`src/rtl/ddr_rx_gearbox_pkg.sv`:
```
// ddr_rx_gearbox_pkg
//   Shared types and helpers for the DDR receive gearbox.
//   - rx_state_e : capture FSM state encoding
//   - fifo_aw    : address width of the output FIFO for a given depth
package ddr_rx_gearbox_pkg;

    typedef enum logic [1:0] {
        RX_IDLE = 2'd0,
        RX_WAIT = 2'd1,
        RX_CAPT = 2'd2
    } rx_state_e;

    // Address bits for a power-of-two FIFO; pointers carry one extra wrap bit.
    function automatic int fifo_aw(input int depth);
        return (depth > 1) ? $clog2(depth) : 1;
    endfunction

endpackage

```
`src/rtl/ddr_rx_gearbox_if.sv`:
```
// ddr_rx_gearbox_if
//   Output word stream of the gearbox.
//   out_data  : FIFO head word (registered)
//   out_valid : FIFO non-empty
//   out_ready : consumer pop
//   Handshake: a word transfers on a posedge where out_valid & out_ready are both
//   high; while out_valid is high and out_ready low, out_data holds its value.
//   master = gearbox side, slave = consumer side.
interface ddr_rx_gearbox_if #(
    parameter int DW = 32
);
    logic [DW-1:0] out_data;
    logic          out_valid;
    logic          out_ready;

    modport master (output out_data, output out_valid, input out_ready);
    modport slave  (input out_data, input out_valid, output out_ready);
endinterface

```
`src/rtl/ddr_rx_fifo.sv`:
```
// ddr_rx_fifo
//   Synchronous FIFO with a registered head word.
//   clk, reset_n : clock, async active-low reset
//   flush        : empty the FIFO at the next edge
//   push         : write push_data (ignored when wr_full)
//   push_data    : word to write
//   wr_full      : FIFO cannot take a word this cycle (pop already accounted for)
//   out_if       : head word / valid / ready towards the consumer
module ddr_rx_fifo
    import ddr_rx_gearbox_pkg::*;
#(
    parameter int DW    = 32,
    parameter int DEPTH = 4
) (
    input  logic              clk,
    input  logic              reset_n,
    input  logic              flush,
    input  logic              push,
    input  logic [DW-1:0]     push_data,
    output logic              wr_full,
    ddr_rx_gearbox_if.master  out_if
);
    localparam int AW = fifo_aw(DEPTH);

    logic [DW-1:0] mem [DEPTH];
    logic [AW:0]   wptr;
    logic [AW:0]   rptr;
    logic [AW:0]   rptr_nx;
    logic [AW:0]   count;
    logic          pop;
    logic          do_write;
    logic [DW-1:0] head_q;
    logic          valid_q;

    assign pop      = valid_q & out_if.out_ready;
    assign count    = wptr - rptr;
    assign rptr_nx  = pop ? rptr + (AW + 1)'(1) : rptr;
    // A pop in the same cycle frees a slot, so a full FIFO still accepts the push.
    assign wr_full  = (count == (AW + 1)'(DEPTH)) && !pop;
    assign do_write = push && !wr_full;

    // The head register looks at the pre-edge write pointer, so a word becomes
    // visible one edge after it is written.
    always_ff @(posedge clk or negedge reset_n) begin
        if (!reset_n) begin
            wptr    <= '0;
            rptr    <= '0;
            head_q  <= '0;
            valid_q <= 1'b0;
            for (int i = 0; i < DEPTH; i++) mem[i] <= '0;
        end else if (flush) begin
            wptr    <= '0;
            rptr    <= '0;
            head_q  <= '0;
            valid_q <= 1'b0;
        end else begin
            if (do_write) begin
                mem[wptr[AW-1:0]] <= push_data;
                wptr              <= wptr + (AW + 1)'(1);
            end
            rptr    <= rptr_nx;
            valid_q <= (wptr != rptr_nx);
            head_q  <= mem[rptr_nx[AW-1:0]];
        end
    end

    assign out_if.out_data  = head_q;
    assign out_if.out_valid = valid_q;

endmodule

```
`src/rtl/ddr_rx_gearbox.sv`:
```
// ddr_rx_gearbox
//   DDR pad capture, dummy-cycle wait and word packing for the OSPI-SRAM read path.
//   clk, reset_n : clock (pads sampled on both edges), async active-low reset
//   pad_i        : DDR pad data
//   fall_first   : 0 pair = {rise,fall}; 1 pair = {fall,next rise}
//   start        : begin a burst (IDLE only); lat/len sampled with it
//   abort        : back to IDLE, flush FIFO, drop partial word
//   busy         : FSM not idle
//   done         : 1-cycle pulse after the last word of a burst is written
//   overflow     : sticky, a word was dropped on a full FIFO
//   dbg_state    : current FSM state
//   out_if       : packed words (valid/ready)
module ddr_rx_gearbox
    import ddr_rx_gearbox_pkg::*;
#(
    parameter int WIDTH      = 8,
    parameter int PAIRS      = 2,
    parameter int FIFO_DEPTH = 4,
    parameter int LAT_W      = 5,
    parameter int LEN_W      = 8
) (
    input  logic              clk,
    input  logic              reset_n,
    input  logic [WIDTH-1:0]  pad_i,
    input  logic              fall_first,
    input  logic              start,
    input  logic              abort,
    input  logic [LAT_W-1:0]  lat,
    input  logic [LEN_W-1:0]  len,
    output logic              busy,
    output logic              done,
    output logic              overflow,
    output rx_state_e         dbg_state,
    ddr_rx_gearbox_if.master  out_if
);
    localparam int PW   = 2 * WIDTH;
    localparam int DW   = PAIRS * PW;
    localparam int PI_W = (PAIRS > 1) ? $clog2(PAIRS) : 1;

    rx_state_e        state, state_nx;
    logic [WIDTH-1:0] rise_q, fall_q;
    logic [PW-1:0]    pair;
    logic [LAT_W-1:0] lat_cnt;
    logic [LEN_W-1:0] len_q, word_cnt;
    logic [PI_W-1:0]  pair_idx;
    logic [DW-1:0]    word_q, push_word;
    logic             last_pair, last_word, start_acc;
    logic             push, done_set, wr_full;
    logic             done_q, overflow_q;

    // Edge capture; the earlier beat of each pair goes in the low half.
    always_ff @(posedge clk or negedge reset_n) begin
        if (!reset_n) rise_q <= '0;
        else          rise_q <= pad_i;
    end

    always_ff @(negedge clk or negedge reset_n) begin
        if (!reset_n) fall_q <= '0;
        else          fall_q <= pad_i;
    end

    assign pair = fall_first ? {pad_i, fall_q} : {fall_q, rise_q};

    assign last_pair = (pair_idx == PI_W'(PAIRS - 1));
    assign last_word = (word_cnt == len_q - LEN_W'(1));
    assign start_acc = (state == RX_IDLE) && start && !abort;

    // The completing pair goes straight into the pushed word.
    always_comb begin
        push_word = word_q;
        push_word[(PAIRS - 1) * PW +: PW] = pair;
    end

    // FSM: state register
    always_ff @(posedge clk or negedge reset_n) begin
        if (!reset_n) state <= RX_IDLE;
        else          state <= state_nx;
    end

    // FSM: next state
    always_comb begin
        state_nx = state;
        if (abort) begin
            state_nx = RX_IDLE;
        end else begin
            case (state)
                RX_IDLE: if (start && len != '0) state_nx = (lat == '0) ? RX_CAPT : RX_WAIT;
                RX_WAIT: if (lat_cnt == LAT_W'(1)) state_nx = RX_CAPT;
                RX_CAPT: if (last_pair && last_word) state_nx = RX_IDLE;
                default: state_nx = RX_IDLE;
            endcase
        end
    end

    // FSM: outputs
    always_comb begin
        busy      = (state != RX_IDLE);
        dbg_state = state;
        push      = (state == RX_CAPT) && last_pair && !abort;
        done_set  = (push && last_word) || (start_acc && len == '0);
    end

    // Counters and packer
    always_ff @(posedge clk or negedge reset_n) begin
        if (!reset_n) begin
            lat_cnt  <= '0;
            len_q    <= '0;
            word_cnt <= '0;
            pair_idx <= '0;
            word_q   <= '0;
        end else if (abort) begin
            lat_cnt  <= '0;
            len_q    <= '0;
            word_cnt <= '0;
            pair_idx <= '0;
            word_q   <= '0;
        end else begin
            case (state)
                RX_IDLE: if (start) begin
                    lat_cnt  <= lat;
                    len_q    <= len;
                    word_cnt <= '0;
                    pair_idx <= '0;
                end
                RX_WAIT: lat_cnt <= lat_cnt - LAT_W'(1);
                RX_CAPT: begin
                    word_q[int'(pair_idx) * PW +: PW] <= pair;
                    if (last_pair) begin
                        pair_idx <= '0;
                        word_cnt <= word_cnt + LEN_W'(1);
                    end else begin
                        pair_idx <= pair_idx + PI_W'(1);
                    end
                end
                default: ;
            endcase
        end
    end

    // A dropped word still counts toward len, so overflow does not stall the FSM.
    always_ff @(posedge clk or negedge reset_n) begin
        if (!reset_n) begin
            done_q     <= 1'b0;
            overflow_q <= 1'b0;
        end else begin
            done_q <= done_set;
            if (start_acc)             overflow_q <= 1'b0;
            else if (push && wr_full)  overflow_q <= 1'b1;
        end
    end

    assign done     = done_q;
    assign overflow = overflow_q;

    ddr_rx_fifo #(
        .DW    (DW),
        .DEPTH (FIFO_DEPTH)
    ) u_fifo (
        .clk       (clk),
        .reset_n   (reset_n),
        .flush     (abort),
        .push      (push),
        .push_data (push_word),
        .wr_full   (wr_full),
        .out_if    (out_if)
    );

endmodule

```
`src/flat_wrapper.sv`:
```
// flat-port wrapper written by rule: the top's interface ports become plain ports
module ddr_rx_gearbox_flat import ddr_rx_gearbox_pkg::*;
#(
    parameter int WIDTH      = 8,
    parameter int PAIRS      = 2,
    parameter int FIFO_DEPTH = 4,
    parameter int LAT_W      = 5,
    parameter int LEN_W      = 8
)
  (clk, reset_n, pad_i, fall_first, start, abort, lat, len, busy, done, overflow, dbg_state, out_if_out_data, out_if_out_valid, out_if_out_ready);
  ddr_rx_gearbox_if #(.DW(32)) out_if_i ();
  input  logic clk;
  input  logic reset_n;
  input  logic [WIDTH-1:0] pad_i;
  input  logic fall_first;
  input  logic start;
  input  logic abort;
  input  logic [LAT_W-1:0] lat;
  input  logic [LEN_W-1:0] len;
  output logic busy;
  output logic done;
  output logic overflow;
  output rx_state_e dbg_state;
  output wire logic [$bits(out_if_i.out_data)-1:0] out_if_out_data;
  output wire logic [$bits(out_if_i.out_valid)-1:0] out_if_out_valid;
  input wire logic [$bits(out_if_i.out_ready)-1:0] out_if_out_ready;
  assign out_if_out_data = out_if_i.out_data;
  assign out_if_out_valid = out_if_i.out_valid;
  assign out_if_i.out_ready = out_if_out_ready;
  ddr_rx_gearbox #(.WIDTH(WIDTH), .PAIRS(PAIRS), .FIFO_DEPTH(FIFO_DEPTH), .LAT_W(LAT_W), .LEN_W(LEN_W)) u_core (.clk(clk), .reset_n(reset_n), .pad_i(pad_i), .fall_first(fall_first), .start(start), .abort(abort), .lat(lat), .len(len), .busy(busy), .done(done), .overflow(overflow), .dbg_state(dbg_state), .out_if(out_if_i));
endmodule
```
`config.mk`:
```
export PLATFORM = sky130hd
export DESIGN_NAME = ddr_rx_gearbox_flat
export DESIGN_NICKNAME = d
export VERILOG_FILES = /design/src/rtl/ddr_rx_gearbox_pkg.sv /design/src/rtl/ddr_rx_gearbox_if.sv /design/src/rtl/ddr_rx_fifo.sv /design/src/rtl/ddr_rx_gearbox.sv /design/src/flat_wrapper.sv
export SDC_FILE = /design/constraint.sdc
export NUM_CORES = 1
export LEC_CHECK = 0
export BUFFER_PORTS_ARGS = -buffer_cell sky130_fd_sc_hd__buf_4
export CORE_UTILIZATION = 60
export DETAILED_ROUTE_END_ITERATION = 8
export PLACE_DENSITY = 0.88
export SLEW_MARGIN = 20
export SYNTH_ARGS = -nofsm -noshare
export SYNTH_HDL_FRONTEND = slang
export SYNTH_SLANG_ARGS = --single-unit
```
`constraint.sdc`:
```
create_clock -name clk -period 4.4 [get_ports clk]
set_input_delay 0.22 -clock clk [delete_from_list [all_inputs] [get_ports clk]]
set_output_delay 0.22 -clock clk [all_outputs]
set_load 0.005 [all_outputs]
```
# == After elaboration in Yosys (flattened, before gate mapping) ==
# Index checks and enable logic that the tools add are counted.
# totals
memories,0
mem_bits_rw,0
output_inout_bits,38
ff_bits,241
mem_bits_ro,0
inputBits,27
latch_bits,0
elab_cells,118
# classes
n_mux,38
shifts,2
reduce_logical,34
n_bitwise,4
mul,0
add_sub_neg,8
n_eq_ne,11
n_div,0
magnitude_cmp,3
# op_table
cell,n
2-to-1 mux 32 bit,6
bitwise mux 128 bit,1
binary-select mux 32 bit (select 2 bit),1
demux 32 bit (select 2 bit),1
2-to-1 mux 8 bit,6
negation 5 -> 33 bit,1
"variable shift 16 x 33 -> 32 bit, first input constant",1
indexed part select 16 x 33 -> 32 bit,1
bitwise mux 32 bit,1
2-to-1 mux 16 bit,1
one-hot mux 8 bit (2 select lines),1
logical AND 1 bit,12
2-to-1 mux 3 bit,4
nonzero test 2 bit,6
2-to-1 mux 2 bit,5
2-to-1 mux 5 bit,2
one-hot mux 5 bit (2 select lines),1
"inequality test 3 x 2 -> 1 bit, second input constant",3
"adder 8 x 1 -> 8 bit, second input constant",1
== test 8 bit,1
zero test 8 bit,1
AND reduction 2 bit,4
nonzero test 8 bit,1
"subtractor 8 x 1 -> 8 bit, second input constant",1
other kinds (24),37

# == Depth between registers and ports, before layout ==
# depth
ltp_word,7
mapped_depth,9
mapped_depth_nobuf,7

# == Cells and area by module ==
# A second synthesis with hierarchy kept.
# unflattened
cells_unflattened,726
hier_area_um2,9994.6
# by_module_without_submodules
mod,seq_area_each_um2,area_each_um2,cells_per_inst,instances
ddr_rx_fifo,4179.0,7195.7,471,1
ddr_rx_gearbox,1451.4,2798.9,255,1

==> summary.txt <==
Status
  • Status: finished, final reports clean

Critical path
  • CP Capture Type: flip-flop
  • Setup crit start kind: flip-flop
  • CP delay by family, top: multiplexers
  • Slowest cell delay on critical path: 0.43 ns
  • Critical path fanouts, max: 5
  • Arrival time at the worst endpoint: between 3 and 4 ns
  • Crit path buffers/inverters: 0
  • Required time of the worst setup path: 4.76 ns
  • Slowest CP cell: mux2i_1
  • Worst-path cell chain: mux2i_1, o21ai_0
  • Kind of critical path: reg2reg

Detailed routing
  • Drt total wl: 20.6 mm
  • Residual DRC: 0
  • DR pass1 iterations: 5
  • Detailed router's first-iteration violation count: 440
  • Per-cell routed wire length: around 19 um
  • Vias per std cell: 5.87
  • Routed Antenna Nets: 0
  • Vias: 6,251

Clock tree
  • # hold bufs at CTS: 17
  • TritonCTS Buffers: 24
  • Maximum root-to-sink buffer count: 3
  • Clk root buf: clkbuf_16
  • CTS Sinks: between 200 and 250
  • CTS tree: yes
  • H-tree levels: 1
  • Post-CTS Setup Repair Bufs: 0
  • Clk Latency, worst-skew pair: approximately 0.52 ns
  • Reg clk slew, reported paths: about 0.060 ns
  • # resized after CTS: 0

Synthesis
  • Most frequent cell after synthesis: dfrtp_1
  • Syn Area/Cell: between 10 and 15 um2
  • Post-synthesis cell count: between 700 and 800
  • Top_reg_cell synth: dfrtp_1
  • #FFs+latches synth: 225
  • Post-Synthesis Net Count: 790
  • Synth top area share: between 50% and 60%
  • Async set-reset flop share out of synthesis: between 90% and 100%
  • Synth cell count leaders: dfrtp_1 (217), nand2_1 (96), o21ai_0 (86)
  • Synth top area cells: dfrtp_1 (56%), mux4_2 (7.2%), mux2_2 (6.3%)
  • Syn Std Cell Area: 0.00971 mm2
  • Sequential share of the synthesized area: 58.0%
  • EDFF count, synth: 0
  • Post-synth top area cell: dfrtp_1
  • Ys Warns: 0
  • Synth unique cells: between 60 and 70

Timing
  • Slew Limit Fails: 0
  • Setup TNS: 0 ns
  • Slew @ Worst Pin: about 0.95 ns
  • RSZ-0062 raised after global routing: false
  • Relative slew slack: 36.6%
  • Final hold violation count: 0
  • Final setup fails: 0
  • Clk_skew: around 0.014 ns

GRT
  • Number of global-route vias before repair: between 6k and 7k
  • First-pass GRT wire length: approximately 34 mm
  • Largest net degree at the start of global routing: 94
  • Initial antenna violation count: 0
  • Gr ovfl total: 0
  • Total track usage: 26.4%

Power and ir drop
  • Static leakage: 0.00544 uW
  • Pwr dens: between 400 and 500 mW/mm2
  • Peak VDD IR: 0.361 mV

Layout
  • Fin area: 0.0113 mm2
  • Final #Nets: roughly 870
  • Ant diodes: 0
  • Layout cells sized above 1: 25.7%
  • Final design utilization: 71.7%
  • P&R area growth vs syn: 16.8%
  • Fillers: 979

Die
  • Die X: 129 um
  • Core area: 0.0158 mm2
  • Row count: 46
  • I/O pin cnt: 65
  • Initial Util: 61.3%
  • Die Y: about 130 um
  • Die Footprint: roughly 0.017 mm2

Place
  • Post-DP HPWL: approximately 13 mm
  • Placed cell area: between 0.01 and 0.015 mm2
  • Port bufs: 64
  • Placer Congestion: 0.765

Flow run
  • Max Cap Violations: 0

Worst hold path
  • Hold Path Class: in2reg
## routing by layer
layer | up-vias | global-route usage (%) | routed length, um
li1 | 2802 | - | -
met1 | 3203 | 35.2 | 8550
met2 | 207 | 44.4 | 10500
met3 | 39 | 4.38 | 1110
met4 | 0 | 9.00 | 493
met5 | - | 0 | 0
## cells in the final DEF, fill, tap and decap left out, types with 8 or more instances in the layout
cell           instances
dfrtp_1              217
nand2_1               96
o21ai_0               86
buf_4                 76
mux2_2                54
nor2b_1               35
mux4_2                31
nor2_1                28
clkbuf_16             24
mux2i_1               19
dlygate4sd3_1         17
xor2_1                12
inv_1                 11
ha_1                  11
a22o_1                 8
clkbuf_1               8
dfrtn_1                8
## cell families (layout without fill, tap and decap cells)
logic type / Yosys count / count (layout) / synth area share [%]
AO/OA/AOI/OAI: 125 / 125 / 7.62
AND/OR/NAND/NOR: 199 / 199 / 10.1
buffers and inverters: 54 / 151 / 3.60
adder cells (fa/ha/maj): 11 / 11 / 1.42
XOR/XNOR: 22 / 22 / 2.22
multiplexers: 116 / 116 / 17.1
flip-flops: 225 / 225 / 58.0
## metrics by stage
step                      setup slack [ns]  total power (uW)  instances  hold WS (ns)
after floorplan                       1.39              2720        752       -0.0756
after global placement                1.23              2930       1003         0.264
after detailed placement              1.14              2960       1004         0.275
after CTS                             1.07              5040       1065        0.0526
after global routing                 0.992              5200       1065        0.0846
final                                 1.05              5020       1065        0.0505
## final cells by class
cell class	count	area [um2]	area share (%)
timing repair buffer	96	803	7.08
multi-input combinational	473	3780	33.3
tap	216	270	2.38
inverter	11	41.3	0.364
clock buffer	36	686	6.04
clock inverter	8	134	1.18
sequential	225	5630	49.6
## where the power goes
part	switching [uW]	leakage [uW]	total (uW)	internal, uW
clock	813	0.000400	2070	1260
sequential	151	0.00309	2360	2210
combinational	315	0.00196	594	279
## tightest hold or removal path, cell delays in order
cell and delay [ns]:
buf_4 0.08, o211ai_1 0.09, a21oi_1 0.13
## path summary, 6_finish.rpt
kind	startpoint	endpoint	slack, ns	cells past startpoint
min in group asynchronous	reset_n	u_core.u_fifo.out_if.out_data[4]	0.29	2
worst min-delay path	lat[0]	u_core.lat_cnt[0]	0.05	3
max in group asynchronous	reset_n	u_core.fall_q[6]	1.48	2
worst max register to register	u_core.fall_q[3]	u_core.u_fifo.mem[83]	1.05	2
worst min register to register	u_core.u_fifo.mem[126]	u_core.u_fifo.mem[126]	0.48	2
worst max-delay path	u_core.fall_q[3]	u_core.u_fifo.mem[83]	1.05	2
## sequential cells by signal, summed over array words and instances (netlist names)
name,count
u_core.u_fifo.wptr,3
u_core.len_q,8
u_core.word_cnt,8
u_core.u_fifo.rptr,3
u_core.rise_q,8
u_core.dbg_state,2
u_core.word_q,16
u_core.fall_q,8
u_core.u_fifo.out_if.out_data,32
u_core.u_fifo.mem,128
u_core.last_pair,1
u_core.u_fifo.out_if.out_valid,1
u_core.done,1
u_core.overflow,1
u_core.lat_cnt,5
(Power assumes the default switching activity.)
